<file path="src/rtl/mix_pkg.sv">
// mix_pkg: state encoding, control characters and MIX-to-ASCII table for tty_out (rev 1.0)
`default_nettype none

package mix_pkg;

    typedef enum logic [2:0] {
        ST_IDLE  = 3'd0,
        ST_FETCH = 3'd1,
        ST_SEND  = 3'd2,
        ST_CR    = 3'd3,
        ST_LF    = 3'd4
    } tty_state_t;

    localparam logic [7:0] ASCII_CR = 8'h0D;
    localparam logic [7:0] ASCII_LF = 8'h0A;

    function automatic logic [7:0] mix_to_ascii(input logic [5:0] code);
        logic [7:0] c;
        logic [7:0] r;
        c = {2'b00, code};
        if (code == 6'd0)        r = 8'h20;
        else if (code <= 6'd9)   r = c + 8'h40;
        else if (code == 6'd10)  r = 8'h7E;
        else if (code <= 6'd19)  r = c + 8'h3F;
        else if (code == 6'd20)  r = 8'h5B;
        else if (code == 6'd21)  r = 8'h5D;
        else if (code <= 6'd29)  r = c + 8'h3D;
        else if (code <= 6'd39)  r = c + 8'h12;
        else begin
            case (code)
                6'd40:   r = 8'h2E;
                6'd41:   r = 8'h2C;
                6'd42:   r = 8'h28;
                6'd43:   r = 8'h29;
                6'd44:   r = 8'h2B;
                6'd45:   r = 8'h2D;
                6'd46:   r = 8'h2A;
                6'd47:   r = 8'h2F;
                6'd48:   r = 8'h3D;
                6'd49:   r = 8'h24;
                6'd50:   r = 8'h3C;
                6'd51:   r = 8'h3E;
                6'd52:   r = 8'h40;
                6'd53:   r = 8'h3B;
                6'd54:   r = 8'h3A;
                6'd55:   r = 8'h27;
                default: r = 8'h3F;
            endcase
        end
        return r;
    endfunction

endpackage

`default_nettype wire

</file>
<file path="src/rtl/tty_out_uart_tx_byte.sv">
// uart_tx_byte: 8N1 serializer; ready is also high in the last stop-bit cycle so frames can abut (rev 1.0)
`default_nettype none

module uart_tx_byte #(
    parameter int BAUD_DIV = 104
) (
    input  logic       clk,
    input  logic       reset,
    input  logic [7:0] data,
    input  logic       send,
    output logic       ready,
    output logic       tx
);

    localparam int CNT_W = (BAUD_DIV > 1) ? $clog2(BAUD_DIV) : 1;
    localparam logic [CNT_W-1:0] CNT_LAST = CNT_W'(BAUD_DIV - 1);

    logic             active_q, active_d;
    logic             tx_q, tx_d;
    logic [8:0]       frame_q, frame_d;
    logic [3:0]       bits_q, bits_d;
    logic [CNT_W-1:0] cnt_q, cnt_d;
    logic             bit_end;

    assign bit_end = (cnt_q == CNT_LAST);
    assign ready   = !active_q || (bit_end && (bits_q == 4'd0));
    assign tx      = tx_q;

    always_ff @(posedge clk) begin
        if (reset) begin
            active_q <= 1'b0;
            tx_q     <= 1'b1;
            frame_q  <= '0;
            bits_q   <= '0;
            cnt_q    <= '0;
        end else begin
            active_q <= active_d;
            tx_q     <= tx_d;
            frame_q  <= frame_d;
            bits_q   <= bits_d;
            cnt_q    <= cnt_d;
        end
    end

    // frame_q holds the bits still to go out: data LSB first, then the stop bit
    always_comb begin
        active_d = active_q;
        tx_d     = tx_q;
        frame_d  = frame_q;
        bits_d   = bits_q;
        cnt_d    = cnt_q;
        if (ready && send) begin
            active_d = 1'b1;
            tx_d     = 1'b0;
            frame_d  = {1'b1, data};
            bits_d   = 4'd9;
            cnt_d    = '0;
        end else if (active_q) begin
            if (bit_end) begin
                cnt_d = '0;
                if (bits_q == 4'd0) begin
                    active_d = 1'b0;
                end else begin
                    tx_d    = frame_q[0];
                    frame_d = {1'b1, frame_q[8:1]};
                    bits_d  = bits_q - 4'd1;
                end
            end else begin
                cnt_d = cnt_q + 1'b1;
            end
        end
    end

endmodule

`default_nettype wire

</file>
<file path="src/rtl/tty_out.sv">
// tty_out: MIX unit 19 block output; steals memory reads, prints 5 chars per word, ends with CR LF (rev 1.0)
`default_nettype none

module tty_out
    import mix_pkg::*;
#(
    parameter int BAUD_DIV = 104,
    parameter int WORDS    = 14
) (
    input  logic        clk,
    input  logic        reset,
    input  logic        start,
    input  logic [11:0] addressin,
    output logic        stop,
    output logic        busy,
    output logic        request,
    output logic [11:0] addressout,
    input  logic        load,
    input  logic [29:0] in,
    output logic        tx
);

    localparam int WORD_W = (WORDS > 1) ? $clog2(WORDS + 1) : 1;
    localparam logic [WORD_W-1:0] WORD_LAST = WORD_W'(WORDS - 1);

    tty_state_t        state_q, state_d;
    logic [11:0]       addr_q, addr_d;
    logic [WORD_W-1:0] word_q, word_d;
    logic [29:0]       shift_q, shift_d;
    logic [2:0]        chars_q, chars_d;
    logic              stop_q;

    logic              uart_send;
    logic              uart_ready;
    logic [7:0]        uart_data;

    uart_tx_byte #(
        .BAUD_DIV(BAUD_DIV)
    ) u_uart (
        .clk  (clk),
        .reset(reset),
        .data (uart_data),
        .send (uart_send),
        .ready(uart_ready),
        .tx   (tx)
    );

    always_ff @(posedge clk) begin
        if (reset) begin
            state_q <= ST_IDLE;
            addr_q  <= '0;
            word_q  <= '0;
            shift_q <= '0;
            chars_q <= '0;
            stop_q  <= 1'b0;
        end else begin
            state_q <= state_d;
            addr_q  <= addr_d;
            word_q  <= word_d;
            shift_q <= shift_d;
            chars_q <= chars_d;
            stop_q  <= start;
        end
    end

    // The first character leaves in the load cycle, so shift_q keeps only
    // the four that remain and chars_q counts them down.
    always_comb begin
        state_d = state_q;
        addr_d  = addr_q;
        word_d  = word_q;
        shift_d = shift_q;
        chars_d = chars_q;
        case (state_q)
            ST_IDLE: begin
                if (start) begin
                    addr_d  = addressin;
                    word_d  = '0;
                    state_d = ST_FETCH;
                end
            end
            ST_FETCH: begin
                if (load) begin
                    shift_d = {in[23:0], 6'b0};
                    chars_d = 3'd4;
                    state_d = ST_SEND;
                end
            end
            ST_SEND: begin
                if (uart_ready) begin
                    if (chars_q != 3'd0) begin
                        shift_d = {shift_q[23:0], 6'b0};
                        chars_d = chars_q - 3'd1;
                    end else begin
                        word_d  = word_q + 1'b1;
                        addr_d  = addr_q + 12'd1;
                        state_d = (word_q == WORD_LAST) ? ST_CR : ST_FETCH;
                    end
                end
            end
            ST_CR: begin
                if (uart_ready) state_d = ST_LF;
            end
            ST_LF: begin
                if (uart_ready) state_d = ST_IDLE;
            end
            default: state_d = ST_IDLE;
        endcase
    end

    // CR is launched from SEND and LF from CR so that every frame abuts the last
    always_comb begin
        request   = (state_q == ST_FETCH);
        busy      = (state_q != ST_IDLE);
        uart_send = 1'b0;
        uart_data = mix_to_ascii(shift_q[29:24]);
        case (state_q)
            ST_FETCH: begin
                uart_send = load;
                uart_data = mix_to_ascii(in[29:24]);
            end
            ST_SEND: begin
                if (uart_ready) begin
                    if (chars_q != 3'd0) begin
                        uart_send = 1'b1;
                    end else if (word_q == WORD_LAST) begin
                        uart_send = 1'b1;
                        uart_data = ASCII_CR;
                    end
                end
            end
            ST_CR: begin
                uart_send = uart_ready;
                uart_data = ASCII_LF;
            end
            default: ;
        endcase
    end

    assign stop       = stop_q;
    assign addressout = addr_q;

endmodule

`default_nettype wire

</file>
<file path="config.mk">
export PLATFORM = sky130hd
export DESIGN_NAME = tty_out
export DESIGN_NICKNAME = d
export VERILOG_FILES = /design/src/rtl/mix_pkg.sv /design/src/rtl/tty_out_uart_tx_byte.sv /design/src/rtl/tty_out.sv
export SDC_FILE = /design/constraint.sdc
export NUM_CORES = 1
export LEC_CHECK = 0
export ABC_AREA = 1
export CAP_MARGIN = 15
export CORE_MARGIN = 2
export CORE_UTILIZATION = 49
export DETAILED_ROUTE_END_ITERATION = 12
export PLACE_DENSITY_LB_ADDON = 0.05
export SLEW_MARGIN = 20
export SYNTH_ARGS = -nofsm -noshare
export SYNTH_HDL_FRONTEND = slang
export SYNTH_HIERARCHICAL = 1
export SYNTH_SLANG_ARGS = --single-unit
export TNS_END_PERCENT = 10
</file>
<file path="constraint.sdc">
create_clock -name clk -period 2.55 [get_ports clk]
set_input_delay 0.6375 -clock clk [delete_from_list [all_inputs] [get_ports clk]]
set_output_delay 0.6375 -clock clk [all_outputs]
set_load 0.05 [all_outputs]
</file>
# Yosys cells after proc, flatten, opt, wreduce, memory -nomap -nowiden
# Memories as Yosys holds them, arrays and structs flattened. A register that Yosys moved wholly into a read port is not among the register bits.
# Cells that the tools add are included.
dict set report totals {
  latchBits 0
  inputBits 46
  mem_bits_ro 896
  ramBits 0
  register_bits 75
  memories 2
}
dict set report classes {
  addsub 13
  mux 67
  n_reduce_logical 20
  mul 0
  div 0
  order_cmp 8
  shifts 0
  n_eq_ne 20
  n_bitwise 1
}
# memory depth word_bits read_ports rd_ports_with_merged_regs write_ports line
set memory_table {}
lappend memory_table {{(no name shown)} 64 7 1 1 0 mix_pkg.sv:30} ;# case (code)
lappend memory_table {{(no name shown)} 64 7 1 0 0 mix_pkg.sv:30}
# cell n
set op_table {}
lappend op_table {{$mux 8} 19}
lappend op_table {{$mux 30} 3}
lappend op_table {{$pmux 30 s2} 1}
lappend op_table {{$mux 12} 3}
lappend op_table {{$mux 9} 4}
lappend op_table {{$add 6x6->7 const B} 4}
lappend op_table {{$mux 4} 7}
lappend op_table {{$mux 3} 9}
lappend op_table {{$eq 6x5->1 const B} 4}
lappend op_table {{$le 6x5->1 const B} 4}
lappend op_table {{$pmux 12 s2} 1}
lappend op_table {{$pmux 8 s3} 1}
lappend op_table {{$add 6x7->8 const B} 2}
lappend op_table {{$pmux 3 s5} 1}
lappend op_table {{$add 6x5->7 const B} 2}
lappend op_table {{$add 12x1->12 const B} 1}
lappend op_table {{$eq 6x4->1 const B} 2}
lappend op_table {{$le 6x4->1 const B} 2}
lappend op_table {{$le 6x6->1 const B} 2}
lappend op_table {{$logic_not 6->1} 2}
lappend op_table {{$mux 6} 2}
lappend op_table {{$mux 1} 11}
lappend op_table {{$ne 2x1->1 const B} 5}
lappend op_table {{$pmux 4 s2} 1}
lappend op_table {{26 further kinds} 36}

# Depth between registers and ports, before layout
dict set report depth {
  ltp_word 14
  ltp_mapped 22
  mapped_depth_nobuf 20
}

# By module
# Netlist, hierarchy kept.
# mod instances cells_per_inst seq_area_each_um2 area_per_inst_um2
set by_module_without_submodules {}
lappend by_module_without_submodules {tty_out 1 719 1081.0 4344.2}
lappend by_module_without_submodules {uart_tx_byte 1 167 440.4 1204.9}

# Least setup slack after synthesis
# OpenSTA, ideal clock, no wires.
dict set report synth_timing {
  kind {register to register}
  from {reg u_uart.cnt_q[1]}
  to {reg (tool-made name)}
  required_ns 2.438
  arrival_time_ns 2.272
  n_path_buf 2
  period_less_slack_ns 2.384
  setup_ns 0.112
  stages_incl_launch_ff 20
  path_slack_ns 0.166
  cell_sequence {dfxtp_1 > ha_1 > nand2_1 > inv_2 > nand3_4 > nand2_2 > buf_4 > nand2_1 > inv_1 > inv_1 > nand2_2 > nand2_2 > buf_6 > nand2_1 > nand3_2 > ha_1 > nand2_1 > nand2_1 > nor2_2 > nor2_1}
}
# item line
set synth_rtl {}
lappend synth_rtl {{from (decl)} tty_out_uart_tx_byte.sv:22} ;# logic [CNT_W-1:0] cnt_q, cnt_d;
lappend synth_rtl {{from (signal assigned)} tty_out_uart_tx_byte.sv:41} ;# cnt_q <= cnt_d;

# Final worst setup path
dict set report layout_timing {
  from {in in[27]}
  to {reg u_uart.frame_q[4]}
}
dict set report layout_via {
  elab_chain_len 11
}
# item line
set layout_rtl {}
lappend layout_rtl {{from (decl)} tty_out.sv:19} ;# input logic [29:0] in,
lappend layout_rtl {{$mem_v2 64x7 (tied with other cells)} n/a}
lappend layout_rtl {{$mux 8} mix_pkg.sv:28} ;# else if (code <= 6'd39) r = c + 8'h12;
lappend layout_rtl {{$mux 8} mix_pkg.sv:27} ;# else if (code <= 6'd29) r = c + 8'h3D;
lappend layout_rtl {{$mux 8} mix_pkg.sv:26} ;# else if (code == 6'd21) r = 8'h5D;
lappend layout_rtl {{$mux 8} mix_pkg.sv:25} ;# else if (code == 6'd20) r = 8'h5B;
lappend layout_rtl {{$mux 8} mix_pkg.sv:24} ;# else if (code <= 6'd19) r = c + 8'h3F;
lappend layout_rtl {{$mux 8} mix_pkg.sv:23} ;# else if (code == 6'd10) r = 8'h7E;
lappend layout_rtl {{$mux 8} mix_pkg.sv:22} ;# else if (code <= 6'd9) r = c + 8'h40;
lappend layout_rtl {{$mux 8 (*)} mix_pkg.sv:21} ;# if (code == 6'd0) r = 8'h20;
lappend layout_rtl {{$pmux 8 s3 (*)} tty_out.sv:117} ;# case (state_q)
lappend layout_rtl {{named net uart_data[4]} tty_out.sv:35} ;# logic [7:0] uart_data;
lappend layout_rtl {{$mux 9 (*)} tty_out_uart_tx_byte.sv:52} ;# if (ready && send) begin
lappend layout_rtl {{to (signal assigned)} tty_out_uart_tx_byte.sv:39} ;# frame_q <= frame_d;
lappend layout_rtl {{to (decl)} tty_out_uart_tx_byte.sv:20} ;# logic [8:0] frame_q, frame_d;
# The timed path passes the listed nets; every way through them passes the cells marked *.
# A chain may end at the register's enable or synchronous reset.

==> results.json <==
{
  "grt_pass1_wl_um": 25840,
  "netlist_top_cells_count": "nand2_1 (271), inv_1 (94), nand3_1 (89)",
  "wl_um": 15170,
  "firstDrtPassIters": 5,
  "core_area_mm2": 0.01094,
  "antenna_found_initial": 0,
  "yosysWarnings": 6,
  "clock_path_buffers": 2,
  "slew_headroom": 0.6631,
  "status": "complete, no violations",
  "final.setup_skew_ns": 0.007303,
  "drtIter0Drc": 390,
  "power_density_mw_per_mm2": 934.3,
  "drive_above_1_share": 0.1358,
  "synth.ff_latch_count": 76,
  "globalRouteOverflowTotal": 0,
  "wl_met1_um": 6994,
  "avgSynthCellArea_um2": 6.263,
  "leakagePower_nw": 3.314,
  "arrival_ns": 2.65,
  "wl_per_cell_um": 13.38,
  "hp-class": "reg -> reg",
  "drtAntennaViolNets": 0,
  "post-route-period-util": 0.9551,
  "timing.setup.tns_ns": 0,
  "cts_tree": "done",
  "grt_usage": 0.2503,
  "power_mw": 6.540,
  "async_flop_share": 0,
  "rows": 38,
  "final_cells": 1134,
  "synth_fp_nets": 963,
  "fmax_mhz": 410.6,
  "diodes": 0,
  "synth_largest_area_cell": "dfxtp_1",
  "synth.most_common_cell": "nand2_1",
  "wl_met3_um": 742,
  "cts.sinks": 76,
  "grt_max_degree": 33,
  "area_growth_pct": 26.16,
  "die_y_um": 110.4,
  "rsz0062_at_grt": "true",
  "synth_seq_area_share": 0.2742,
  "path_class": "in -> reg",
  "final_hold_viol_count": 0,
  "cts-root-buf": "clkbuf_16",
  "post_cts_buffers": 0,
  "die_area_mm2": 0.01219,
  "avgViaCountPerCell": 5.281,
  "cp_max_fo": 6,
  "post-route-drc-count": 0,
  "post_cts_resize_count": 0,
  "synth_edf_count": 0,
  "cap_violations": 0,
  "synth_area_leaders": "dfxtp_1 (27%), nand2_1 (18%), nand3_1 (8.0%)",
  "min_period_ns": 2.435,
  "crit_path_start_kind": "primary input",
  "path_clk_slew_ns": 0.06,
  "synth_top_area_frac": 0.2742,
  "cts_hold_buf": 0,
  "clk_latency_ns": 0.35,
  "gp_congestion": 0.9520,
  "crit_required_ns": 2.77,
  "fin_nets": 1066,
  "syn-cell-area_mm2": 0.005549,
  "finalHoldWorstSlack_ns": 0.4611,
  "portBuffers": 61,
  "num_io_pins": 62,
  "fin_util": 0.6402,
  "top_layer": "met4",
  "worst_pin_slew_ns": 0.5038,
  "die_x_um": 110.4,
  "irDropWorstVdd_uv": 570.9,
  "setup_viol": 0,
  "htree_levels": 3,
  "initial_utilization": 0.5074,
  "cts_made_buffers": 9,
  "num_vias": 5989,
  "netlist_instances": 886,
  "crit_path_end_kind": "flip-flop",
  "slew_violations": 0,
  "ys.flop_type": "dfxtp_1",
  "met2_wirelength_um": 7150,
  "grt_pass1_vias": 5542,
  "dpl.cell_count": 1118,
  "hpwl_um": 11690,
  "ys_types": 46
}
report_power, final:
group / total, mW / leakage (nW) / internal (mW) / switching, mW
combinational: 3.37 / 2.53 / 1.21 / 2.16
clock: 1.42 / 0.160 / 0.875 / 0.545
sequential: 1.75 / 0.621 / 1.49 / 0.259
total: 6.54 / 3.31 / 3.58 / 2.96
critical path, cell delays in order:
cell and delay, ns:
clkdlybuf4s50_1 0.53, buf_4 0.21, nor2_1 0.14, nor2_1 0.07
buf_4 0.14, nand3_1 0.10, o22ai_1 0.10, o21ai_0 0.22
nand2_1 0.08, nand2_1 0.06, nand2_1 0.07, inv_1 0.06
nand4_1 0.08, nand2_1 0.08, a21oi_1 0.06
placed cells by master, fill, tap and decap left out, types with 14 or more instances in the layout:
cell type / n
a31oi_1: 20
inv_1: 92
nor2_1: 64
clkdlybuf4s50_1: 59
dfxtp_1: 74
buf_4: 67
o21ai_0: 51
nand2_1: 268
ha_1: 30
nand3_1: 89
nand4_1: 14
a21oi_1: 57
state kept, by name (all words and copies together), names as in the netlist, 3 cells and up, named ones only:
name,flops
u_uart/cnt_q,7
u_uart/frame_q,9
shift_q,24
word_q,4
state_q,3
addressout,12
chars_q,3
u_uart/bits_q,4
final cells by class:
class	instances	area (um2)
timing repair buffer	127	1114
clock buffer	9	225.2
clock inverter	7	107.6
tap	140	175.2
inverter	104	391.6
sequential	76	1524
multi-input combinational	671	3463
fill	1022	3935
through the flow:
step | cell area, um2 | worst slack (ns)
after floorplan | 5549 | 0.1657
after global placement | 6633 | -0.1637
after detailed placement | 6633 | -0.1849
after CTS | 6965 | 0.1281
after global routing | 7000 | -0.02969
final | 7000 | 0.1146
routing by layer:
metal	GRT usage	vias up
met3	0.03732	24
met2	0.4147	158
met4	0.08417	0
met1	0.3332	2733
li1	-	3074
met5	0	-
logic make-up (layout without fill, tap and decap cells):
kind of cell,Yosys count,in the layout,synth area share
AOI/OAI and AO/OA,147,147,0.1448
xor gates and xnor gates,12,12,0.01894
adders and majority gates,31,31,0.06990
buffers and inverters,139,247,0.1076
DFF,76,76,0.2742
other,1,1,0.0006758
and+or+nand+nor,480,480,0.3840
worst paths after layout:
kind                            cells after the start            start  slack [ns]                 to
worst min register to register                      2      shift_q[10]        0.46        shift_q[10]
worst min-delay path                                2      shift_q[10]        0.46        shift_q[10]
worst max register to register                     16  u_uart/cnt_q[0]        0.27          word_q[2]
worst max-delay path                               15           in[27]        0.11  u_uart/frame_q[4]
No activity file was read; power rests on OpenSTA's default activity.
